[src/rtl/mem_pkg.sv]
// Shared types for the memory-access pipeline stage.
// Access sizes, FSM states and lane offset width.
package mem_pkg;

    typedef enum logic [1:0] {
        BYTE   = 2'b00,
        HALF   = 2'b01,
        WORD   = 2'b10,
        DOUBLE = 2'b11
    } mem_size_t;

    typedef enum logic [1:0] {
        IDLE = 2'b00,
        REQ  = 2'b01,
        WAIT = 2'b10,
        DONE = 2'b11
    } mem_state_t;

    localparam int OFF_W = 3;

endpackage

[src/rtl/mem_lane_align.sv]
// Byte-lane steering for the memory-access stage.
// Store enables/shift, misalignment check, load extract/extend.
module mem_lane_align
    import mem_pkg::*;
#(
    parameter int DW = 64
) (
    input  logic [OFF_W-1:0] st_off,
    input  mem_size_t        st_size,
    input  logic [DW-1:0]    st_data,
    output logic [DW/8-1:0]  st_byte_en,
    output logic [DW-1:0]    st_lane_data,
    output logic             st_misaligned,
    input  logic [OFF_W-1:0] ld_off,
    input  mem_size_t        ld_size,
    input  logic             ld_unsigned,
    input  logic [DW-1:0]    ld_bus_data,
    output logic [DW-1:0]    ld_data
);

    localparam int BE_W = DW / 8;

    logic [BE_W-1:0] be_base;
    logic [DW-1:0]   ld_shift;

    // Store side: lane enables, lane data and natural-alignment check
    always_comb begin
        be_base       = '0;
        st_misaligned = 1'b0;
        unique case (st_size)
            BYTE: begin
                be_base = BE_W'(8'h01);
            end
            HALF: begin
                be_base       = BE_W'(8'h03);
                st_misaligned = st_off[0];
            end
            WORD: begin
                be_base       = BE_W'(8'h0F);
                st_misaligned = |st_off[1:0];
            end
            DOUBLE: begin
                be_base       = '1;
                st_misaligned = |st_off;
            end
        endcase
        if (st_size == DOUBLE) begin
            st_byte_en = '1;
        end else begin
            st_byte_en = be_base << st_off;
        end
        st_lane_data = st_data << {st_off, 3'b000};
    end

    // Load side: bring the addressed lane down to bit 0, then extend
    always_comb begin
        ld_shift = ld_bus_data >> {ld_off, 3'b000};
        ld_data  = ld_shift;
        unique case (ld_size)
            BYTE: begin
                ld_data = ld_unsigned
                    ? {{(DW-8){1'b0}}, ld_shift[7:0]}
                    : {{(DW-8){ld_shift[7]}}, ld_shift[7:0]};
            end
            HALF: begin
                ld_data = ld_unsigned
                    ? {{(DW-16){1'b0}}, ld_shift[15:0]}
                    : {{(DW-16){ld_shift[15]}}, ld_shift[15:0]};
            end
            WORD: begin
                ld_data = ld_unsigned
                    ? {{(DW-32){1'b0}}, ld_shift[31:0]}
                    : {{(DW-32){ld_shift[31]}}, ld_shift[31:0]};
            end
            DOUBLE: begin
                ld_data = ld_shift;
            end
        endcase
    end

endmodule

[src/rtl/memory_access.sv]
// Memory-access pipeline stage between execute and writeback.
// Single-beat bus load/store with stall while a transaction is open.
module memory_access
    import mem_pkg::*;
#(
    parameter int BUS_DATA_WIDTH = 64,
    parameter int BUS_ADDR_WIDTH = 64
) (
    input  logic                        clk,
    input  logic                        reset,
    input  logic                        inValid,
    input  logic                        inMemRead,
    input  logic                        inMemWrite,
    input  logic [1:0]                  inMemSize,
    input  logic                        inMemUnsigned,
    input  logic [BUS_ADDR_WIDTH-1:0]   inAddress,
    input  logic [BUS_DATA_WIDTH-1:0]   inWriteData,
    input  logic [BUS_DATA_WIDTH-1:0]   inALUData,
    input  logic                        inMemOrReg,
    output logic                        outStall,
    output logic                        outValid,
    output logic                        outFault,
    output logic [BUS_DATA_WIDTH-1:0]   outReadData,
    output logic [BUS_DATA_WIDTH-1:0]   outALUData,
    output logic                        outMemOrReg,
    output logic                        outBusReq,
    output logic                        outBusWrite,
    output logic [BUS_ADDR_WIDTH-1:0]   outBusAddr,
    output logic [BUS_DATA_WIDTH-1:0]   outBusWriteData,
    output logic [BUS_DATA_WIDTH/8-1:0] outBusByteEn,
    input  logic                        inBusGrant,
    input  logic                        inBusRespValid,
    input  logic [BUS_DATA_WIDTH-1:0]   inBusRespData,
    output logic                        outBusRespAck
);

    localparam int DW   = BUS_DATA_WIDTH;
    localparam int AW   = BUS_ADDR_WIDTH;
    localparam int BE_W = DW / 8;

    mem_state_t       state_q, state_d;
    mem_size_t        size_q, size_d;
    logic             uns_q, uns_d;
    logic [OFF_W-1:0] off_q, off_d;
    logic             valid_q, valid_d;
    logic             fault_q, fault_d;
    logic [DW-1:0]    rdata_q, rdata_d;
    logic [DW-1:0]    alu_q, alu_d;
    logic             mor_q, mor_d;
    logic             req_q, req_d;
    logic             bwr_q, bwr_d;
    logic [AW-1:0]    baddr_q, baddr_d;
    logic [DW-1:0]    bwdata_q, bwdata_d;
    logic [BE_W-1:0]  bbe_q, bbe_d;

    logic [BE_W-1:0]  st_be;
    logic [DW-1:0]    st_lane;
    logic             st_misal;
    logic [DW-1:0]    ld_ext;
    logic             is_mem;
    logic             is_store;

    mem_lane_align #(
        .DW (DW)
    ) u_align (
        .st_off        (inAddress[OFF_W-1:0]),
        .st_size       (mem_size_t'(inMemSize)),
        .st_data       (inWriteData),
        .st_byte_en    (st_be),
        .st_lane_data  (st_lane),
        .st_misaligned (st_misal),
        .ld_off        (off_q),
        .ld_size       (size_q),
        .ld_unsigned   (uns_q),
        .ld_bus_data   (inBusRespData),
        .ld_data       (ld_ext)
    );

    assign is_mem   = inMemRead | inMemWrite;
    assign is_store = inMemWrite & ~inMemRead;

    assign outStall      = (state_q == REQ) || (state_q == WAIT);
    assign outBusRespAck = (state_q == WAIT) && inBusRespValid;

    assign outValid        = valid_q;
    assign outFault        = fault_q;
    assign outReadData     = rdata_q;
    assign outALUData      = alu_q;
    assign outMemOrReg     = mor_q;
    assign outBusReq       = req_q;
    assign outBusWrite     = bwr_q;
    assign outBusAddr      = baddr_q;
    assign outBusWriteData = bwdata_q;
    assign outBusByteEn    = bbe_q;

    // Next-state and next-output decode for the stage FSM
    always_comb begin
        state_d  = state_q;
        size_d   = size_q;
        uns_d    = uns_q;
        off_d    = off_q;
        fault_d  = 1'b0;
        rdata_d  = rdata_q;
        alu_d    = alu_q;
        mor_d    = mor_q;
        req_d    = 1'b0;
        bwr_d    = bwr_q;
        baddr_d  = baddr_q;
        bwdata_d = bwdata_q;
        bbe_d    = bbe_q;
        unique case (state_q)
            IDLE, DONE: begin
                state_d = IDLE;
                if (inValid) begin
                    alu_d   = inALUData;
                    mor_d   = inMemOrReg;
                    rdata_d = '0;
                    if (!is_mem) begin
                        state_d = DONE;
                    end else if (st_misal) begin
                        state_d = DONE;
                        fault_d = 1'b1;
                    end else begin
                        state_d  = REQ;
                        req_d    = 1'b1;
                        size_d   = mem_size_t'(inMemSize);
                        uns_d    = inMemUnsigned;
                        off_d    = inAddress[OFF_W-1:0];
                        bwr_d    = is_store;
                        baddr_d  = {inAddress[AW-1:OFF_W], {OFF_W{1'b0}}};
                        bwdata_d = is_store ? st_lane : '0;
                        bbe_d    = st_be;
                    end
                end
            end
            REQ: begin
                req_d = 1'b1;
                if (inBusGrant) begin
                    req_d   = 1'b0;
                    state_d = bwr_q ? DONE : WAIT;
                end
            end
            WAIT: begin
                if (inBusRespValid) begin
                    rdata_d = ld_ext;
                    state_d = DONE;
                end
            end
            default: begin
                state_d = IDLE;
            end
        endcase
        valid_d = (state_d == DONE);
    end

    // State and registered outputs, cleared asynchronously
    always_ff @(posedge clk or negedge reset) begin
        if (!reset) begin
            state_q  <= IDLE;
            size_q   <= BYTE;
            uns_q    <= 1'b0;
            off_q    <= '0;
            valid_q  <= 1'b0;
            fault_q  <= 1'b0;
            rdata_q  <= '0;
            alu_q    <= '0;
            mor_q    <= 1'b0;
            req_q    <= 1'b0;
            bwr_q    <= 1'b0;
            baddr_q  <= '0;
            bwdata_q <= '0;
            bbe_q    <= '0;
        end else begin
            state_q  <= state_d;
            size_q   <= size_d;
            uns_q    <= uns_d;
            off_q    <= off_d;
            valid_q  <= valid_d;
            fault_q  <= fault_d;
            rdata_q  <= rdata_d;
            alu_q    <= alu_d;
            mor_q    <= mor_d;
            req_q    <= req_d;
            bwr_q    <= bwr_d;
            baddr_q  <= baddr_d;
            bwdata_q <= bwdata_d;
            bbe_q    <= bbe_d;
        end
    end

endmodule
[config.mk]
export PLATFORM = sky130hd
export DESIGN_NAME = memory_access
export DESIGN_NICKNAME = d
export VERILOG_FILES = /design/src/rtl/mem_pkg.sv /design/src/rtl/mem_lane_align.sv /design/src/rtl/memory_access.sv
export SDC_FILE = /design/constraint.sdc
export NUM_CORES = 1
export LEC_CHECK = 0
export ABC_AREA = 1
export CAP_MARGIN = 20
export CORE_AREA = 5 5 207 209
export DETAILED_ROUTE_END_ITERATION = 6
export DIE_AREA = 0 0 212 214
export PLACE_DENSITY = 0.67
export SYNTH_ARGS = -nofsm -noshare
export SYNTH_HDL_FRONTEND = slang
export SYNTH_SLANG_ARGS = --single-unit
[constraint.sdc]
create_clock -name clk -period 4.3 [get_ports clk]
set_input_delay 1.29 -clock clk [delete_from_list [all_inputs] [get_ports clk]]
set_output_delay 1.29 -clock clk [all_outputs]
set_load 0.02 [all_outputs]
==> flow_summary.ini, run 1 <==
[timing]
relSlewSlack = 0.521
tns_ns = 0
drv_slew = 0
min_period_ns = 3.84
skew_ns = 0.0232
fmax_mhz = 260
fin_ws_ns = 0.456
grt_setup_unrepaired = false
finalSetupViolCount = 0
finalHoldViolCount = 0
worst_pin_slew_ns = 0.719
fin_crit_sh = 0.894

[placement]
pre_cts_slack_ns = 0.449
numPortBuffers = 534
place_area_sq_um = 20200
gp_congestion = 0.960
dp.cells = 3053
dp_hpwl_um = 42600

[route]
num_vias = 15700
wl_um = 58200
drc = 0
wl_per_cell_um = 18.7
drt-initial-drc-count = 1294
via_per_inst = 5.03
dr.pass1.iters = 5
ant_nets = 0

[global_route]
grt_start_max_net_pins = 154
grt_use_total = 0.247
antenna_found_initial = 2
overflow = 0
grt_pass1_wl_um = 89400
grt_pass1_vias = 15300

[synthesis]
ys_dominant_reg_cell = dfrtp_1
synth-seq-area-share = 0.470
yosys_warnings = 0
synthCells = 2100
synth_edf_count = 0
ys_types = 35
avgSynthCellArea_sq_um = 6.95
ys_ff_latch = 274
syn_area_sq_um = 14600
async_flop_share = 1.00

[run]
drv_cap = 0

[final_layout]
multiInputGateArea_sq_um = 6720
fin_cells = 3117
seqCellArea_sq_um = 6860
area_growth_pct = 46.4
num-nets-final = 2828
drive_above_1_share = 0.0488
nFillCells = 3935
final_area_sq_um = 21400

[clock_network]
clock-root-buffer = clkbuf_16
worstSkewPairLatency_ns = 0.56
clockBufferDepth = 3
h-tree-depth = 2
hold_buffers = 0
cts_resized = 0
cts.sinks = 274
cts_inserted_buffers = 35
post_cts_buffers = 0
cts_tree = built
path_clk_slew_ns = 0.05

[status]
status = complete, no violations

[die]
initial_core_util = 0.359
core_area_sq_um = 40600
ios = 538
dieHeight_um = 214
rows = 74
die_area_sq_um = 45400
fp.dieW_um = 212

[critical_path]
worst_setup_path_end_kind = primary output
crit_required_ns = 3.01
crit_type = in -> out
cp-start-kind = primary input
worstPathMaxFanout = 3
arrival_ns = 2.55

[hold_path]
min_path_type = reg -> reg

[pwr]
leakage_nw = 10.6
power_density_nw_per_um2 = 691
fin_total_pwr_mw = 14.8
ir_worst_vdd_v = 0.000365
[where the power goes]
group          switching [mW]  internal [mW]
clock                    1.22           1.74
combinational            4.62           3.00
sequential              0.622           3.56
total                    6.46           8.30
[layout make-up]
class	instances	area share
antenna	1	0.000117
clock buffer	49	0.0477
clock inverter	13	0.00639
inverter	81	0.0142
multi-input combinational	1605	0.315
sequential	274	0.321
tap	532	0.0312
timing repair buffer	562	0.265
[Yosys cell counts (2+ instances only)]
library cell  count  share of area
nor2_2            3         0.0013
inv_2            10         0.0026
buf_2            58          0.020
buf_1            15         0.0039
nand2_1        1106           0.28
o21ai_1          13         0.0045
a31oi_1           8         0.0034
o22ai_1           8         0.0034
o211ai_1          9         0.0046
nand3_1         189          0.065
or2_2            13         0.0056
a21boi_0          2         0.0010
nand3_2           3         0.0021
buf_6             9         0.0069
buf_4            16         0.0082
dfrtp_1         274           0.47
a21oi_1          42          0.014
o21ai_0         124          0.043
clkbuf_1         44          0.011
inv_1            71          0.018
ha_1              2         0.0017
nor2_1           67          0.017
o31ai_1           2         0.0010
[critical path, cell delays in order]
cell	delay, ns
clkdlybuf4s50_1	0.45
nand2_1	0.09
inv_1	0.11
clkdlybuf4s50_1	0.61
[layer usage]
layer	track usage	vias up	routed length, um
met5	0	-	13
met4	0.0833	2	2110
met3	0.0701	112	5310
met2	0.412	713	27900
met1	0.308	7335	22900
li1	-	7523	-
[flip-flops by register name, summed over array words and instances (netlist names)]
name / count
outFault: 1
state_q: 2
outBusWriteData: 64
outALUData: 64
outMemOrReg: 1
off_q: 3
outBusAddr: 61
outBusReq: 1
size_q: 2
outReadData: 64
outBusByteEn: 8
outBusWrite: 1
outValid: 1
uns_q: 1
[cells in the final DEF, fill, tap and decap left out, types with 8 or more instances in the layout]
cell / Yosys / layout
nand2_1: 1106 / 1105
inv_1: 71 / 70
clkbuf_16: 0 / 35
or2_2: 13 / 13
nor2_1: 67 / 67
nand3_1: 189 / 189
buf_12: 0 / 8
a21oi_1: 42 / 42
o22ai_1: 8 / 8
o211ai_1: 9 / 9
inv_2: 10 / 11
o21ai_1: 13 / 13
buf_4: 16 / 20
o21ai_0: 124 / 124
dfrtp_1: 274 / 272
clkbuf_8: 0 / 9
a31oi_1: 8 / 8
clkdlybuf4s50_1: 0 / 531
[cells by family (layout without fill, tap and decap cells)]
kind of cell | Yosys count | count (layout) | synth area share
and+or+nand+nor | 1387 | 1387 | 0.379
DFF | 274 | 274 | 0.470
buffers and inverters | 223 | 705 | 0.0711
AOI/OAI and AO/OA | 213 | 213 | 0.0781
adders and majority gates | 2 | 2 | 0.00172
other | 1 | 4 | 0.000257
[path summary, 6_finish.rpt]
check                               start               to  slack (ns)  cells after the start
min                        outALUData[36]   outALUData[36]        0.47                      2
max reg2reg                      off_q[0]  outReadData[18]        1.71                      9
min reg2reg                outALUData[36]   outALUData[36]        0.47                      2
max                        inBusRespValid    outBusRespAck        0.46                      4
max in group asynchronous           reset       state_q[1]        2.61                      2
min in group asynchronous           reset  outReadData[53]        0.64                      1
[metrics by stage]
stage / util / hold WS [ns]
after floorplan: - / 0.557
after global placement: 0.496 / 0.460
after detailed placement: 0.496 / 0.464
after CTS: 0.525 / 0.480
after global routing: 0.525 / 0.491
final: 0.525 / 0.475
No activity file was read; power rests on OpenSTA's default activity.
==> run 2: changes to the inputs <==
--- a/config.mk
+++ b/config.mk
@@ -7,10 +7,10 @@
 export LEC_CHECK = 0
 export ABC_AREA = 1
 export CAP_MARGIN = 20
-export CORE_AREA = 5 5 207 209
+export CORE_MARGIN = 5
+export CORE_UTILIZATION = 35
 export DETAILED_ROUTE_END_ITERATION = 6
-export DIE_AREA = 0 0 212 214
-export PLACE_DENSITY = 0.67
+export DONT_BUFFER_PORTS = 1
 export SYNTH_ARGS = -nofsm -noshare
 export SYNTH_HDL_FRONTEND = slang
 export SYNTH_SLANG_ARGS = --single-unit
==> run 2 against run 1 <==
  * The flow now finishes with violations (DRC)
  * Sequential cell count unchanged
  * Highest routed layer unchanged
  * Fmax is 33% higher
  * Critical path depth is the same
  * Global-route usage fell by 2.3 points
  * Sequential share of layout area grew 11 points
  * Via count down 14%
  * Critical path type is now reg -> out
  * Critical endpoint unchanged
  * Hold slack worse by 0.074 ns
  * Die area is 1.1% higher
  * Utilization shrank 14 points
  * Final cell count down 18%
  * Sequential power grew 35%
  * Register-to-register slack worse by 0.28 ns
==> flow_summary.ini, run 2 (synthesized netlist as in run 1, its figures left out) <==
[status]
status = complete, but fails checks
violations = DRC

[die]
core_area_sq_um = 41000
initial_core_util = 0.356
fp.dieW_um = 214
die_area_sq_um = 45900
ios = 538
rows = 74
dieHeight_um = 214

[critical_path]
slowest_delay_ns = 0.40
arrival_ns = 1.60
critPathTopFamily = flip-flops
cp_slowest_cell = dfrtp_1
crit_type = reg -> out
cpMostUsedCell = inv_1
crit_required_ns = 3.01
cp-start-kind = register
worst_setup_path_end_kind = primary output
path_buf_inv = 2
crit_chain = inv_1 -> ha_1 -> nand2_1 -> inv_1
worstPathMaxFanout = 5

[final_layout]
layout_common_cells = nand2_1 (1105), dfrtp_1 (272), nand3_1 (189)
layout_commonest_cell = nand2_1
seqCellArea_sq_um = 6860
area_growth_pct = 8.72
nFillCells = 4331
drive_above_1_share = 0.0516
multiInputGateArea_sq_um = 6720
num-nets-final = 2280

[placement]
gp_congestion = 0.947
numPortBuffers = 0
dp_hpwl_um = 39400

[timing]
grt_setup_unrepaired = false
drv_slew = 0
finalHoldViolCount = 0
relSlewSlack = 0.286
finalSetupViolCount = 0
tns_ns = 0
hold_ws_ns = 0.400
skew_ns = 0.0256
fin_crit_sh = 0.672
min_period_ns = 2.89
fmax_mhz = 346
worst_pin_slew_ns = 1.07

[clock_network]
cts_resized = 0
cts_tree = built
post_cts_buffers = 0
clock-root-buffer = clkbuf_16
hold_buffers = 0
path_clk_slew_ns = 0.06
clockBufferDepth = 3
cts.sinks = 274
h-tree-depth = 1
worstSkewPairLatency_ns = 0.60
cts_inserted_buffers = 31

[global_route]
antenna_found_initial = 2
grt_use_total = 0.224
grt_pass1_vias = 13000
grt_pass1_wl_um = 81500
overflow = 0
grt_start_max_net_pins = 275

[pwr]
ir_worst_vdd_v = 0.000369
intPower_mw = 6.54
leakage_nw = 8.46
clkPwrFrac = 0.231
power_density_nw_per_um2 = 792
netSwitchingPower_mw = 6.03
comb_power_share = 0.320
power.share.switching = 0.480
power_frac_seq = 0.449

[route]
num_vias = 13600
via_per_inst = 5.28
dr.pass1.iters = 7
drt-initial-drc-count = 1458
wl_per_cell_um = 21.0
ant_nets = 0
wl_um = 54100
drc = 4

[run]
drv_cap = 0

[hold_path]
min_path_type = in -> async
[run 2: changes by cell type in the layout (fill, tap and decap cells not counted), sizes merged]
cell and change:
inv -2, clkdlybuf4s50 -531, bufinv +4, buf -13, clkinvlp -1, clkinv -4
clkbuf -1
[run 2: through the flow]
step	worst slack [ns]	std cells	power (mW)	area (sq um)	util
2_1_floorplan	1.48	2102	8.42	14600	-
4_1_cts	1.36	2567	12.7	15800	0.386
3_5_place_dp	1.09	2509	9.68	14700	0.359
6_report	1.41	2569	12.6	15900	0.387
3_3_place_gp	1.13	2509	9.63	14700	0.359
5_1_grt	1.29	2569	13.4	15900	0.387
[run 2: worst paths after layout]
kind	start	endpoint	slack [ns]	depth (start not counted)
min in group clk	uns_q	uns_q	0.62	2
worst min-delay path	reset	outReadData[47]	0.40	0
worst max-delay path	state_q[0]	outBusRespAck	1.41	4
max in group asynchronous	reset	off_q[1]	2.96	0
worst max register to register	off_q[1]	outReadData[49]	1.43	8
worst min register to register	uns_q	uns_q	0.62	2
[run 2: metal layers]
layer  GRT usage  wire length, um  vias to the layer above
met5           0               13                        -
met4      0.0822             2040                        2
met3      0.0786             5950                       99
met2       0.366            25300                      678
met1       0.275            20800                     6368
li1            -                -                     6407
[run 2: area by class of cell]
class                      count  share of cell area
clock inverter                10              0.0126
antenna                        1            0.000158
multi-input combinational   1605               0.423
tap                          532              0.0420
clock buffer                  48              0.0580
timing repair buffer          18              0.0121
sequential                   274               0.433
inverter                      81              0.0192
[run 2: worst reg2reg max path: stages, from the launching register on]
cell     delay [ns]
dfrtp_2        0.49
inv_2          0.16
buf_4          0.49
nand3_1        0.26
a21oi_2        0.25
nand3_2        0.60
nand3_1        0.40
nand2_1        0.10
nand2_1        0.06
[run 2: power groups by stage]
stage                     registers (mW)  logic, mW  clock network (mW)
after floorplan                     5.24       3.18                   0
after global placement              5.69       3.94                   0
after detailed placement            5.68       4.00                   0
after CTS                           5.66       4.01                2.99
after global routing                5.75       4.56                3.09
final                               5.64       4.02                2.90
==> run 3: changes to the inputs <==
==> constraint.sdc (replaced) <==
create_clock -name clk -period 2.65 [get_ports clk]
set_input_delay 0.795 -clock clk [delete_from_list [all_inputs] [get_ports clk]]
set_output_delay 0.795 -clock clk [all_outputs]
set_load 0.02 [all_outputs]
==> run 3 against run 2 <==
  * Final cell count rose by 0.47%
  * Critical endpoint unchanged
  * The flow finishes with violations (hold timing)
  * Highest routed layer is now met4
  * Clock power rose by 48%
  * Total power rose by 60%
  * Hold slack got worse by 0.49 ns
  * Routed wire length rose by 0.27%
  * Register-to-register slack got worse by 1.1 ns
  * Die area did not move
  * Sequential share of layout area fell by 0.16 points
  * Utilization rose by 0.14 points
  * Via count fell by 0.60%
==> flow_summary.ini, run 3 (synthesized netlist as in run 1, its figures left out) <==
[status]
status = complete, but fails checks
violations = hold timing

[clock_network]
cts.sinks = 274
cts_inserted_buffers = 31
cts_resized = 0
clockBufferDepth = 3
path_clk_slew_ns = 0.06
worstSkewPairLatency_ns = 0.57
clock-root-buffer = clkbuf_16
h-tree-depth = 1
post_cts_buffers = 0
cts_tree = built

[final_layout]
layout_common_cells = nand2_1 (1105), dfrtp_1 (272), nand3_1 (189)
final_area_sq_um = 15900
area_growth_pct = 9.12
num-nets-final = 2294
fin_cells = 2581
finalCoreUtilization = 0.388
seqCellArea_sq_um = 6860
nFillCells = 4371
drive_above_1_share = 0.0566
multiInputGateArea_sq_um = 6720
layout_commonest_cell = nand2_1

[placement]
dp.cells = 2524
dp_hpwl_um = 39900
numPortBuffers = 0
gp_congestion = 0.937
place_area_sq_um = 14900

[die]
die_area_sq_um = 45900
initial_core_util = 0.356
ios = 538
fp.dieW_um = 214
core_area_sq_um = 41000
rows = 74
dieHeight_um = 214

[global_route]
overflow = 0
grt_start_max_net_pins = 275
grt_pass1_vias = 13000
antenna_found_initial = 1
grt_use_total = 0.226
grt_pass1_wl_um = 82200

[route]
drc = 0
wl_per_cell_um = 21.0
wl_um = 54200
num_vias = 13500
dr.pass1.iters = 5
ant_nets = 0
via_per_inst = 5.22
drt-initial-drc-count = 1373

[hold_path]
min_path_type = in -> async

[critical_path]
crit_required_ns = 1.86
arrival_ns = 1.61
r2r_cells = 9
r2r_start = off_q[0]
crit_type = reg -> out
critPathLaunch = state_q[0]
cp-start-kind = register
rr_endpoint = outReadData[48]
worst_setup_path_end_kind = primary output
worst-r2r-setup-slack_ns = 0.36
worstPathMaxFanout = 5

[pwr]
clkPwrFrac = 0.213
power.share.switching = 0.482
comb_power_share = 0.335
fin_total_pwr_mw = 20.1
power_density_nw_per_um2 = 1260
netSwitchingPower_mw = 9.70
ir_worst_vdd_v = 0.000625
leakage_nw = 8.50
intPower_mw = 10.4
power_frac_seq = 0.452

[run]
drv_cap = 0

[timing]
hold_ws_ns = -0.0898
relSlewSlack = 0.444
drv_slew = 0
worst_pin_slew_ns = 0.834
skew_ns = 0.0234
fmax_mhz = 415
tns_ns = 0
finalSetupViolCount = 0
finalHoldViolCount = 110
min_period_ns = 2.41
fin_crit_sh = 0.909
grt_setup_unrepaired = false
==> run 3: how the worst max path moves through the flow <==
stage	endpoint	cells past startpoint
floorplan	outBusWriteData[15]	7
global placement	off_q[0]	6
detailed placement	outReadData[60]	9
CTS	outBusRespAck	4
global route	outReadData[49]	9
finish	outBusRespAck	4
==> run 3: cell type report <==
| cell class | count | share of cell area |
|---|---|---|
| diodes | 1 | 0.000157 |
| clock buffers | 47 | 0.0563 |
| clock inverters | 9 | 0.00684 |
| inverters | 81 | 0.0191 |
| multi-input cells | 1605 | 0.422 |
| flip-flops and latches | 274 | 0.431 |
| well taps | 532 | 0.0418 |
| repair buffers | 32 | 0.0230 |
==> run 3: metrics by stage <==
| stage | hold WS (ns) | setup slack (ns) |
|---|---|---|
| after floorplan | 0.499 | 0.784 |
| after global placement | 0.507 | 0.371 |
| after detailed placement | 0.507 | 0.399 |
| after CTS | -0.123 | 0.196 |
| after global routing | -0.117 | 0.0741 |
| final | -0.0898 | 0.242 |
==> run 3: per-layer routing <==
metal | up-vias | share of wire | wire length, um | global-route usage
met1 | 6309 | 0.38 | 20800 | 0.277
met3 | 103 | 0.11 | 5790 | 0.0860
met4 | 0 | 0.042 | 2300 | 0.0852
met2 | 615 | 0.47 | 25300 | 0.364
li1 | 6445 | - | - | -
met5 | - | 0 | 0 | 0
==> run 3: power by group through the flow <==
stage / Sequential [mW] / Clock [mW] / Combinational, mW
floorplan: 8.50 / 0 / 5.16
global placement: 9.19 / 0 / 6.64
detailed placement: 9.18 / 0 / 6.74
CTS: 9.14 / 4.40 / 6.77
global route: 9.28 / 4.57 / 7.71
finish: 9.10 / 4.28 / 6.75
==> run 3: worst max-delay path, stage by stage, from the launching register on <==
cell	delay [ns]
dfrtp_1	0.40
inv_1	0.07
ha_1	0.23
nand2_1	0.13
inv_1	0.22
